### src/rtl/nibble_sum_accumulator_pkg.sv
`default_nettype none
// ============================================================================
//  nibble_acc_pkg
//  Shared types and helpers for the nibble sum accumulator.
//  Revision: 1.0
// ============================================================================
package nibble_acc_pkg;

   typedef enum logic [0:0] {
      ACCUM = 1'b0,
      HOLD  = 1'b1
   } state_e;

   // Counter width able to represent 0..count inclusive
   function automatic int cnt_w(input int count);
      return $clog2(count + 1);
   endfunction

endpackage
`default_nettype wire

### src/rtl/nibble_sum_accumulator_sat_adder.sv
`default_nettype none
// ============================================================================
//  sat_adder
//  Combinational saturating add of a SUM_W sample into an ACC_W total.
//  Revision: 1.0
// ============================================================================
module sat_adder #(
   parameter int SUM_W = 4,
   parameter int ACC_W = 8
) (
   input  logic [ACC_W-1:0] a,
   input  logic [SUM_W-1:0] b,
   output logic [ACC_W-1:0] sum,
   output logic             clip
);

   localparam logic [ACC_W-1:0] ACC_MAX = '1;

   logic [ACC_W:0] wide;

   // One extra bit catches the carry-out that signals overflow
   assign wide = {1'b0, a} + {{(ACC_W + 1 - SUM_W){1'b0}}, b};
   assign clip = wide[ACC_W];
   assign sum  = clip ? ACC_MAX : wide[ACC_W-1:0];

endmodule
`default_nettype wire

### src/rtl/nibble_sum_accumulator.sv
`default_nettype none
// ============================================================================
//  nibble_sum_accumulator
//  Accumulates COUNT samples into a saturating total plus window max/sat flag.
//  Revision: 1.0
// ============================================================================
module nibble_sum_accumulator
   import nibble_acc_pkg::*;
#(
   parameter int SUM_W = 4,
   parameter int ACC_W = 8,
   parameter int COUNT = 4
) (
   input  logic             clk,
   input  logic             reset,
   input  logic             clear,
   input  logic             in_valid,
   output logic             in_ready,
   input  logic [SUM_W-1:0] in_data,
   output logic             out_valid,
   input  logic             out_ready,
   output logic [ACC_W-1:0] out_sum,
   output logic [SUM_W-1:0] out_max,
   output logic             out_sat,
   output logic             busy
);

   localparam int               CNT_W    = cnt_w(COUNT);
   localparam logic [CNT_W-1:0] LAST_CNT = CNT_W'(COUNT - 1);

   state_e           state_q, state_d;
   logic [CNT_W-1:0] cnt_q, cnt_d;
   logic [ACC_W-1:0] acc_q, acc_d;
   logic [SUM_W-1:0] max_q, max_d;
   logic             sat_q, sat_d;
   logic [ACC_W-1:0] out_sum_q, out_sum_d;
   logic [SUM_W-1:0] out_max_q, out_max_d;
   logic             out_sat_q, out_sat_d;

   logic [ACC_W-1:0] add_sum;
   logic             add_clip;
   logic [SUM_W-1:0] add_max;

   sat_adder #(
      .SUM_W (SUM_W),
      .ACC_W (ACC_W)
   ) u_sat_adder (
      .a    (acc_q),
      .b    (in_data),
      .sum  (add_sum),
      .clip (add_clip)
   );

   assign add_max = (in_data > max_q) ? in_data : max_q;

   always_comb begin
      state_d   = state_q;
      cnt_d     = cnt_q;
      acc_d     = acc_q;
      max_d     = max_q;
      sat_d     = sat_q;
      out_sum_d = out_sum_q;
      out_max_d = out_max_q;
      out_sat_d = out_sat_q;
      if (clear) begin
         state_d = ACCUM;
         cnt_d   = '0;
         acc_d   = '0;
         max_d   = '0;
         sat_d   = 1'b0;
      end else begin
         case (state_q)
            ACCUM: begin
               if (in_valid) begin
                  if (cnt_q == LAST_CNT) begin
                     // Final sample goes straight into the result, window restarts empty
                     out_sum_d = add_sum;
                     out_max_d = add_max;
                     out_sat_d = sat_q | add_clip;
                     cnt_d     = '0;
                     acc_d     = '0;
                     max_d     = '0;
                     sat_d     = 1'b0;
                     state_d   = HOLD;
                  end else begin
                     cnt_d = cnt_q + CNT_W'(1);
                     acc_d = add_sum;
                     max_d = add_max;
                     sat_d = sat_q | add_clip;
                  end
               end
            end
            HOLD: begin
               if (out_ready) begin
                  state_d = ACCUM;
               end
            end
            default: state_d = ACCUM;
         endcase
      end
   end

   always_ff @(posedge clk or posedge reset) begin
      if (reset) begin
         state_q   <= ACCUM;
         cnt_q     <= '0;
         acc_q     <= '0;
         max_q     <= '0;
         sat_q     <= 1'b0;
         out_sum_q <= '0;
         out_max_q <= '0;
         out_sat_q <= 1'b0;
      end else begin
         state_q   <= state_d;
         cnt_q     <= cnt_d;
         acc_q     <= acc_d;
         max_q     <= max_d;
         sat_q     <= sat_d;
         out_sum_q <= out_sum_d;
         out_max_q <= out_max_d;
         out_sat_q <= out_sat_d;
      end
   end

   // Ready is withheld while reset is asserted so producers never see a phantom slot
   assign in_ready  = (state_q == ACCUM) && !reset;
   assign out_valid = (state_q == HOLD);
   assign out_sum   = out_sum_q;
   assign out_max   = out_max_q;
   assign out_sat   = out_sat_q;
   assign busy      = (state_q == HOLD) || (cnt_q != '0);

endmodule
`default_nettype wire

### config.mk
export PLATFORM = sky130hd
export DESIGN_NAME = nibble_sum_accumulator
export DESIGN_NICKNAME = d
export VERILOG_FILES = /design/src/rtl/nibble_sum_accumulator_pkg.sv /design/src/rtl/nibble_sum_accumulator_sat_adder.sv /design/src/rtl/nibble_sum_accumulator.sv
export SDC_FILE = /design/constraint.sdc
export NUM_CORES = 1
export LEC_CHECK = 0
export CORE_ASPECT_RATIO = 1.1
export CORE_MARGIN = 3
export CORE_UTILIZATION = 66
export DETAILED_ROUTE_END_ITERATION = 7
export DONT_BUFFER_PORTS = 1
export PLACE_DENSITY = 0.82
export REMOVE_ABC_BUFFERS = 1
export SYNTH_ARGS = -nofsm -noshare
export SYNTH_HDL_FRONTEND = slang
export SYNTH_SLANG_ARGS = --single-unit
### constraint.sdc
create_clock -name clk -period 3.46 [get_ports clk]
set_input_delay 0.692 -clock clk [delete_from_list [all_inputs] [get_ports clk]]
set_output_delay 0.692 -clock clk [all_outputs]
set_load 0.02 [all_outputs]
==> results of run 1 <==
-- final timing paths --
| path | to | depth (start not counted) | from | slack [ns] |
|---|---|---|---|---|
| worst max-delay path | acc_q[7] | 7 | acc_q[0] | 1.39 |
| worst min-delay path | out_valid | 1 | out_ready | 0.45 |
| worst min register to register | acc_q[2] | 2 | acc_q[2] | 0.50 |
| max in group asynchronous | out_sum[1] | 1 | reset | 2.28 |
| min in group asynchronous | out_max[0] | 1 | reset | 0.52 |
| worst max register to register | acc_q[7] | 7 | acc_q[0] | 1.39 |
-- routing by layer --
metal / GRT usage (%) / vias to the layer above
li1: - / 580
met1: 25.8 / 588
met2: 41.5 / 40
met3: 5.91 / 8
met4: 12.4 / 0
met5: 0 / -
-- area by class of cell --
| class | instances | area, um^2 | area share (%) |
|---|---|---|---|
| multi-input cells | 121 | 812 | 47.9 |
| flip-flops and latches | 30 | 751 | 44.3 |
| clock buffers | 7 | 55.1 | 3.25 |
| well taps | 30 | 37.5 | 2.22 |
| inverters | 9 | 33.8 | 1.99 |
| clock inverters | 1 | 5.00 | 0.295 |
-- kinds of logic after synthesis --
kind of cell,count (synthesis)
buf+inv,13
mux,5
fa+ha+maj,11
simple gates,50
xor+xnor,4
flops,30
compound gates,51
-- stage by stage --
| stage | setup WS, ns | instance area [um^2] | hold slack (ns) | total power, mW | cells |
|---|---|---|---|---|---|
| CTS | 1.38 | 1690 | 0.447 | 0.806 | 198 |
| global placement | 1.14 | 1630 | 0.474 | 0.582 | 190 |
| global route | 1.28 | 1690 | 0.459 | 0.843 | 198 |
| finish | 1.39 | 1690 | 0.453 | 0.804 | 198 |
| floorplan | 1.18 | 1600 | 0.454 | 0.557 | 160 |
| detailed placement | 1.07 | 1630 | 0.494 | 0.592 | 190 |
-- registers in the layout, indices dropped and copies added, names as in the netlist --
name,count
out_sum,8
max_q,4
sat_q,1
out_sat,1
out_valid,1
acc_q,8
cnt_q,3
out_max,4
-- power by group through the flow --
| stage | sequential [mW] | combinational [mW] | clock [mW] |
|---|---|---|---|
| after floorplan | 0.443 | 0.114 | 0 |
| after global placement | 0.449 | 0.133 | 0 |
| after detailed placement | 0.451 | 0.141 | 0 |
| after CTS | 0.444 | 0.143 | 0.219 |
| after global routing | 0.449 | 0.160 | 0.234 |
| final | 0.444 | 0.142 | 0.218 |
-- layout by cell type (no fill, tap or decap), types with 2 or more instances in the layout --
| cell type | netlist | layout |
|---|---|---|
| dfrtp_1 | 30 | 30 |
| nand2_1 | 23 | 23 |
| o21ai_0 | 23 | 23 |
| nor2_1 | 13 | 13 |
| ha_1 | 10 | 10 |
| inv_1 | 9 | 9 |
| a21oi_1 | 8 | 8 |
| a22o_1 | 6 | 6 |
| mux2i_1 | 5 | 5 |
| clkbuf_4 | 0 | 5 |
| nor2b_1 | 3 | 3 |
| o21ai_2 | 3 | 3 |
| nand2b_1 | 2 | 2 |
| xor2_1 | 2 | 2 |
| a21o_1 | 2 | 2 |
| xnor2_1 | 2 | 2 |
| o21bai_1 | 2 | 2 |
| and2_1 | 2 | 2 |
| nand4_1 | 2 | 2 |
-- critical path, delay by kind of cell, from the launching register on --
kind            cells  cell delay, ns
compound gates      4            0.84
fa+ha+maj           2            0.63
simple gates        1            0.11
flops               1            0.40
==> out/results.md, run 1 <==
| Parameter | Reported |
|---|---|
| Cell leakage power | 0.808 nW |
| Data arrival, critical path | 2.31 ns |
| CORE AREA | 2300 um^2 |
| Filler cell count in the final layout | 161 |
| Amount of wire on met3 after detailed routing | 194 um |
| Wirelength per Cell | 16.3 um |
| Xor-xnor portion of the synthesized cell area | 2.16% |
| Die height | 58.0 um |
| First-pass GRT wire length | 5.15 mm |
| Net count of the finished layout | 187 |
| Via Count | 1216 |
| Data required time at the worst endpoint | 3.70 ns |
| Maximum number of pins on one net before global-route repair | 31 |
| Reported max-cap violation count | 0 |
| Post-route core utilization | 73.7% |
| DIE AREA | 3090 um^2 |
| Synthesized-area fraction occupied by adder cells | 8.95% |
| Type of the tightest min-delay check | in -> reg |
| Sequential share of the synthesized area | 46.3% |
| Worst stage delay on the critical path | 0.40 ns |
| Number of ports placed on the die boundary | 25 |
| Number of distinct library cells after synthesis | 34 |
| GR Util All Layers | 23.8% |
| Number of DRC markers after the initial detailed-route iteration | 28 |
| Type of destination of the critical path | flop |
| Count of mapped cells out of synthesis | 164 |
| Switching power | 263 uW |
| Max-slew headroom at the worst pin | 26.1% |
| Initial Utilization | 70.6% |
| Biggest area contributors in the synthesized netlist | dfrtp_1, ha_1, o21ai_0 |
| Cells traversed along the worst timing path | ha_1 > fa_1 > a21o_2 > a21oi_4 > nor3_4 > o21bai_1 > a22o_1 |
| Clock Sinks | 30 |
| Met2 WL post-DR | 1.65 mm |
| Per-cell via count in the routed design | 6.14 |
| Fraction of power consumed by the clock network | 27.1% |
| Sum Neg Setup Slack | 0 ns |
| Share of total power in combinational logic | 17.7% |
| Final max-slew violation count | 0 |
| Compound-Gate Fraction of Synth Area | 21.0% |
| Number of cell rows | 18 |
| Highest Clock Rate | 0.483 GHz |
| Multiplexer share of the synthesized area | 3.09% |
| Tightest Pin Transition | 1.11 ns |
| DRT met1 WL | 1.30 mm |
| Fraction of final layout cells with drive strength greater than 1 | 9.52% |
| Final Setup Violations | 0 |
| Post-route ant nets | 0 |
| Commonest cells in the netlist | dfrtp_1, nand2_1, o21ai_0 |
| Routability congestion estimate | 0.855 |
| Int Pwr | 541 uW |
| Sw frac | 32.7% |
| Combinational family with the most area after synthesis | compound AO/OA/AOI/OAI gates |
| Number of cells upsized or downsized after cts | 0 |
| Count of buffers inserted at the top-level ports | 0 |
| Fraction of post-synthesis cell area in the top cell type by area | 46.3% |
| Most frequently used cell type in the post-synthesis netlist | dfrtp_1 |
| Area growth, synth to finish | 4.48% |
| Antenna violations before repair | 0 |
| Drt pass-1 iters | 5 |
| Startpoint kind of the worst setup timing path | flop |
| Largest area contributor in the synthesized netlist | dfrtp_1 |
| Latest clock arrival within the worst-skew pair | 0.34 ns |
| Portion of total power attributed to sequential cells | 55.2% |
| Top_reg_cell synth | dfrtp_1 |
| DRC violation count after routing | 0 |
| Remaining Overflow, GRT | 0 |
| Overall die width | 53.3 um |
| Netlist Area Pre-Place | 1620 um^2 |
| Clock Path Buffers | 2 |
| Number of warnings printed during yosys synthesis | 0 |
| Clock tree from TritonCTS | done |
| EDFF count, synth | 0 |
| Number of buffers added by the clock tree synthesis step | 5 |
| Mean post-synth cell area | 9.89 um^2 |
| Hold buffers post-CTS | 0 |
| Crit path max fanout | 10 |
| CTS Root Cell | clkbuf_4 |
| Fin Clk Skew | 0.00573 ns |
| Final period demand of the worst path | 2.07 ns |
| Hold Fails Final Rpt | 0 |
| Depth of the CTS H-tree | 2 |
| Unrepaired setup endpoints after global routing | false |
| Slowest library cell on the worst path | dfrtp_1 |
| Post-CTS setup-driven buffer insertion count | 0 |
| Fraction of registers with async set or reset after synthesis | 100% |
| Total of flip-flops plus latches after synthesis | 30 |
| Clk slew on worst S/H paths | 0.09 ns |
| Pwr Density | 475 nW/um^2 |
| Number of antenna diodes | 0 |
| Via count of the first global-routing pass | 1181 |
| Run status | finished, final reports clean |
| Final Routed Wirelength | 3.23 mm |
| Final worst path period share | 59.9% |
| Basic-gate share of the synthesized area counting and, or, nand and nor cells | 14.9% |
| Post-DP HPWL | 2.31 mm |
| Top Metal Used | met4 |
| CP Class | reg -> reg |
| Max VDD drop | 0.331 mV |
(Power assumes the default switching activity.)
==> run 2, diff against run 1 <==
Settings changed: CORE_UTILIZATION 66 to 62, PLACE_DENSITY 0.82 to 0.78.
Clock period 3.46 ns to 2 ns, I/O delays scaled along.
==> out/results.md, run 2 (synthesis results as in run 1) <==
| Parameter | Reported | Delta |
|---|---|---|
| Drt pass-1 iters | 4 | was 5 |
| Number of antenna diodes | 0 | unchanged |
| Wirelength per Cell | 16.0 um | was 16.3 um |
| Reg-to-reg critical path startpoint | acc_q[0] | unchanged |
| Area taken by multi-input logic gates | 830 um^2 | was 812 um^2 |
| Fraction of final layout cells with drive strength greater than 1 | 16.7% | was 9.52% |
| Met2 WL post-DR | 1.69 mm | was 1.65 mm |
| Area growth, synth to finish | 11.2% | was 4.48% |
| Latest clock arrival within the worst-skew pair | 0.34 ns | about the same |
| Hold Fails Final Rpt | 0 | unchanged |
| Cells traversed along the worst timing path | ha_2 > fa_2 > a21o_2 > a21oi_4 > nor3_4 > o21bai_1 > a22o_1 | was ha_1 > fa_1 > a21o_2 > a21oi_4 > nor3_4 > o21bai_1 > a22o_1 |
| CTS Root Cell | clkbuf_4 | unchanged |
| Number of cell rows | 18 | unchanged |
| Type of destination of the critical path | flop | unchanged |
| Total placed instance area | 1720 um^2 | was 1630 um^2 |
| Final period demand of the worst path | 1.94 ns | was 2.07 ns |
| Maximum number of pins on one net before global-route repair | 17 | was 31 |
| Max-slew headroom at the worst pin | 56.6% | was 26.1% |
| Number of buffers added by the clock tree synthesis step | 5 | unchanged |
| Data required time at the worst endpoint | 2.23 ns | was 3.70 ns |
| Amount of wire on met3 after detailed routing | 217 um | was 194 um |
| Startpoint kind of the worst setup timing path | flop | unchanged |
| Clock Path Buffers | 2 | unchanged |
| Cell leakage power | 0.858 nW | was 0.808 nW |
| Type of the tightest min-delay check | in -> async | was in -> reg |
| Clock Sinks | 30 | unchanged |
| Max VDD drop | 0.620 mV | was 0.331 mV |
| Cell family with the largest share of critical-path delay | compound AO/OA/AOI/OAI gates | unchanged |
| Number of DRC markers after the initial detailed-route iteration | 31 | was 28 |
| Antenna violations before repair | 0 | unchanged |
| Final Hold Slack | 0.0326 ns | was 0.453 ns |
| R2R Setup Slk | 0.06 ns | was 1.39 ns |
| Final Routed Wirelength | 3.36 mm | was 3.23 mm |
| Overall die width | 54.8 um | was 53.3 um |
| Highest Clock Rate | 0.515 GHz | was 0.483 GHz |
| Pwr Density | 759 nW/um^2 | was 475 nW/um^2 |
| Reported max-cap violation count | 0 | unchanged |
| Tightest Pin Transition | 0.650 ns | was 1.11 ns |
| Crit path max fanout | 6 | was 10 |
| Clock tree from TritonCTS | done | unchanged |
| First-pass GRT wire length | 5.55 mm | was 5.15 mm |
| Worst stage delay on the critical path | 0.39 ns | was 0.40 ns |
| Count of buffers inserted at the top-level ports | 0 | unchanged |
| Number of ports placed on the die boundary | 25 | unchanged |
| Filler cell count in the final layout | 159 | was 161 |
| Post-DP HPWL | 2.51 mm | was 2.31 mm |
| Via count of the first global-routing pass | 1342 | was 1181 |
| Total design power | 1.37 mW | was 804 uW |
| Initial Utilization | 68.6% | was 70.6% |
| Worst Slack Setup Final | 0.0572 ns | was 1.39 ns |
| CP Class | reg -> reg | unchanged |
| Fin area | 1800 um^2 | was 1690 um^2 |
| Depth of the CTS H-tree | 2 | unchanged |
| DIE AREA | 3270 um^2 | was 3090 um^2 |
| Final worst path period share | 97.1% | was 59.9% |
| Hold buffers post-CTS | 0 | unchanged |
| DRT met1 WL | 1.36 mm | was 1.30 mm |
| Clk slew on worst S/H paths | 0.09 ns | about the same |
| Slowest library cell on the worst path | dfrtp_1 | unchanged |
| CORE AREA | 2360 um^2 | was 2300 um^2 |
| Routability congestion estimate | 0.831 | was 0.855 |
| DRC violation count after routing | 0 | unchanged |
| Net count of the finished layout | 200 | was 187 |
| Final Setup Violations | 0 | unchanged |
| Per-cell via count in the routed design | 6.17 | was 6.14 |
| Sequential cell area in the final layout | 751 um^2 | unchanged |
| GR Util All Layers | 24.4% | was 23.8% |
| Top Metal Used | met4 | unchanged |
| Fin Clk Skew | 0.00973 ns | was 0.00573 ns |
| Place WS | -0.0622 ns | was 1.07 ns |
| Depth of the worst register-to-register path | 7 | unchanged |
| Sum Neg Setup Slack | 0 ns | unchanged |
| Final max-slew violation count | 0 | unchanged |
| Run status | finished, final reports clean | unchanged |
| Die height | 59.6 um | was 58.0 um |
| Most common cell after layout, fill and taps aside | dfrtp_1 | unchanged |
| Via Count | 1296 | was 1216 |
| Data arrival, critical path | 2.18 ns | was 2.31 ns |
| Unrepaired setup endpoints after global routing | true | was false |
| Post-route ant nets | 0 | unchanged |
| R2R Path End | acc_q[7] | unchanged |
| Highest-count cells in the layout ignoring fill and taps | dfrtp_1, nand2_1, o21ai_0, nor2_1, buf_4 | was dfrtp_1, nand2_1, o21ai_0, nor2_1, ha_1 |
| Number of buffers and inverters on the critical path | 0 | unchanged |
| Remaining Overflow, GRT | 0 | unchanged |
run 2: worst max path at each step:
stage                     from         end  slack, ns  cells past startpoint
floorplan           in_data[0]    acc_q[7]       0.01                      7
global placement    in_data[0]    acc_q[7]     -0.002                      7
detailed placement  in_data[0]    acc_q[7]      -0.06                      7
CTS                   acc_q[0]  out_sum[4]       0.03                      7
global route          acc_q[0]    acc_q[7]      -0.01                      7
finish                acc_q[0]    acc_q[7]       0.06                      7
run 2: power by group:
part           leakage [nW]  switching, mW  internal (mW)
combinational         0.424          0.153          0.125
sequential            0.409         0.0988          0.668
clock                0.0254          0.193          0.132
total                 0.858          0.444          0.925
run 2: layout make-up:
class | instances | share of cell area, %
multi-input cells | 122 | 46.0
well taps | 30 | 2.08
repair buffers | 12 | 5.90
inverters | 9 | 1.87
clock buffers | 7 | 2.50
flip-flops and latches | 30 | 41.6
run 2: repair_timing:
item | 4_1_cts | 5_1_grt
cloned | 0 | 1
setup buffers | 1 | 1
pin swaps | 1 | 3
endpoints found under the setup margin | 2 | 10
resized for setup | 0 | 5
run 2: per-stage QoR:
| stage | cells | utilization [%] |
|---|---|---|
| global placement | 200 | 72.8 |
| global route | 210 | 76.2 |
| CTS | 208 | 75.0 |
| detailed placement | 200 | 72.8 |
| finish | 210 | 76.2 |
| floorplan | 160 | - |
run 2: routing by layer:
metal  up-vias  track usage, %
met5         -               0
met4         0            15.3
met3        11            6.30
met2        49            41.2
met1       636            26.3
li1        600               -
run 2: worst register-to-register path: cells and delay by family, from the launching register on:
family                     cells  cell delay, ns
AOI/OAI and AO/OA              4            0.81
adders and majority gates      2            0.53
DFF                            1            0.39
and+or+nand+nor                1            0.11
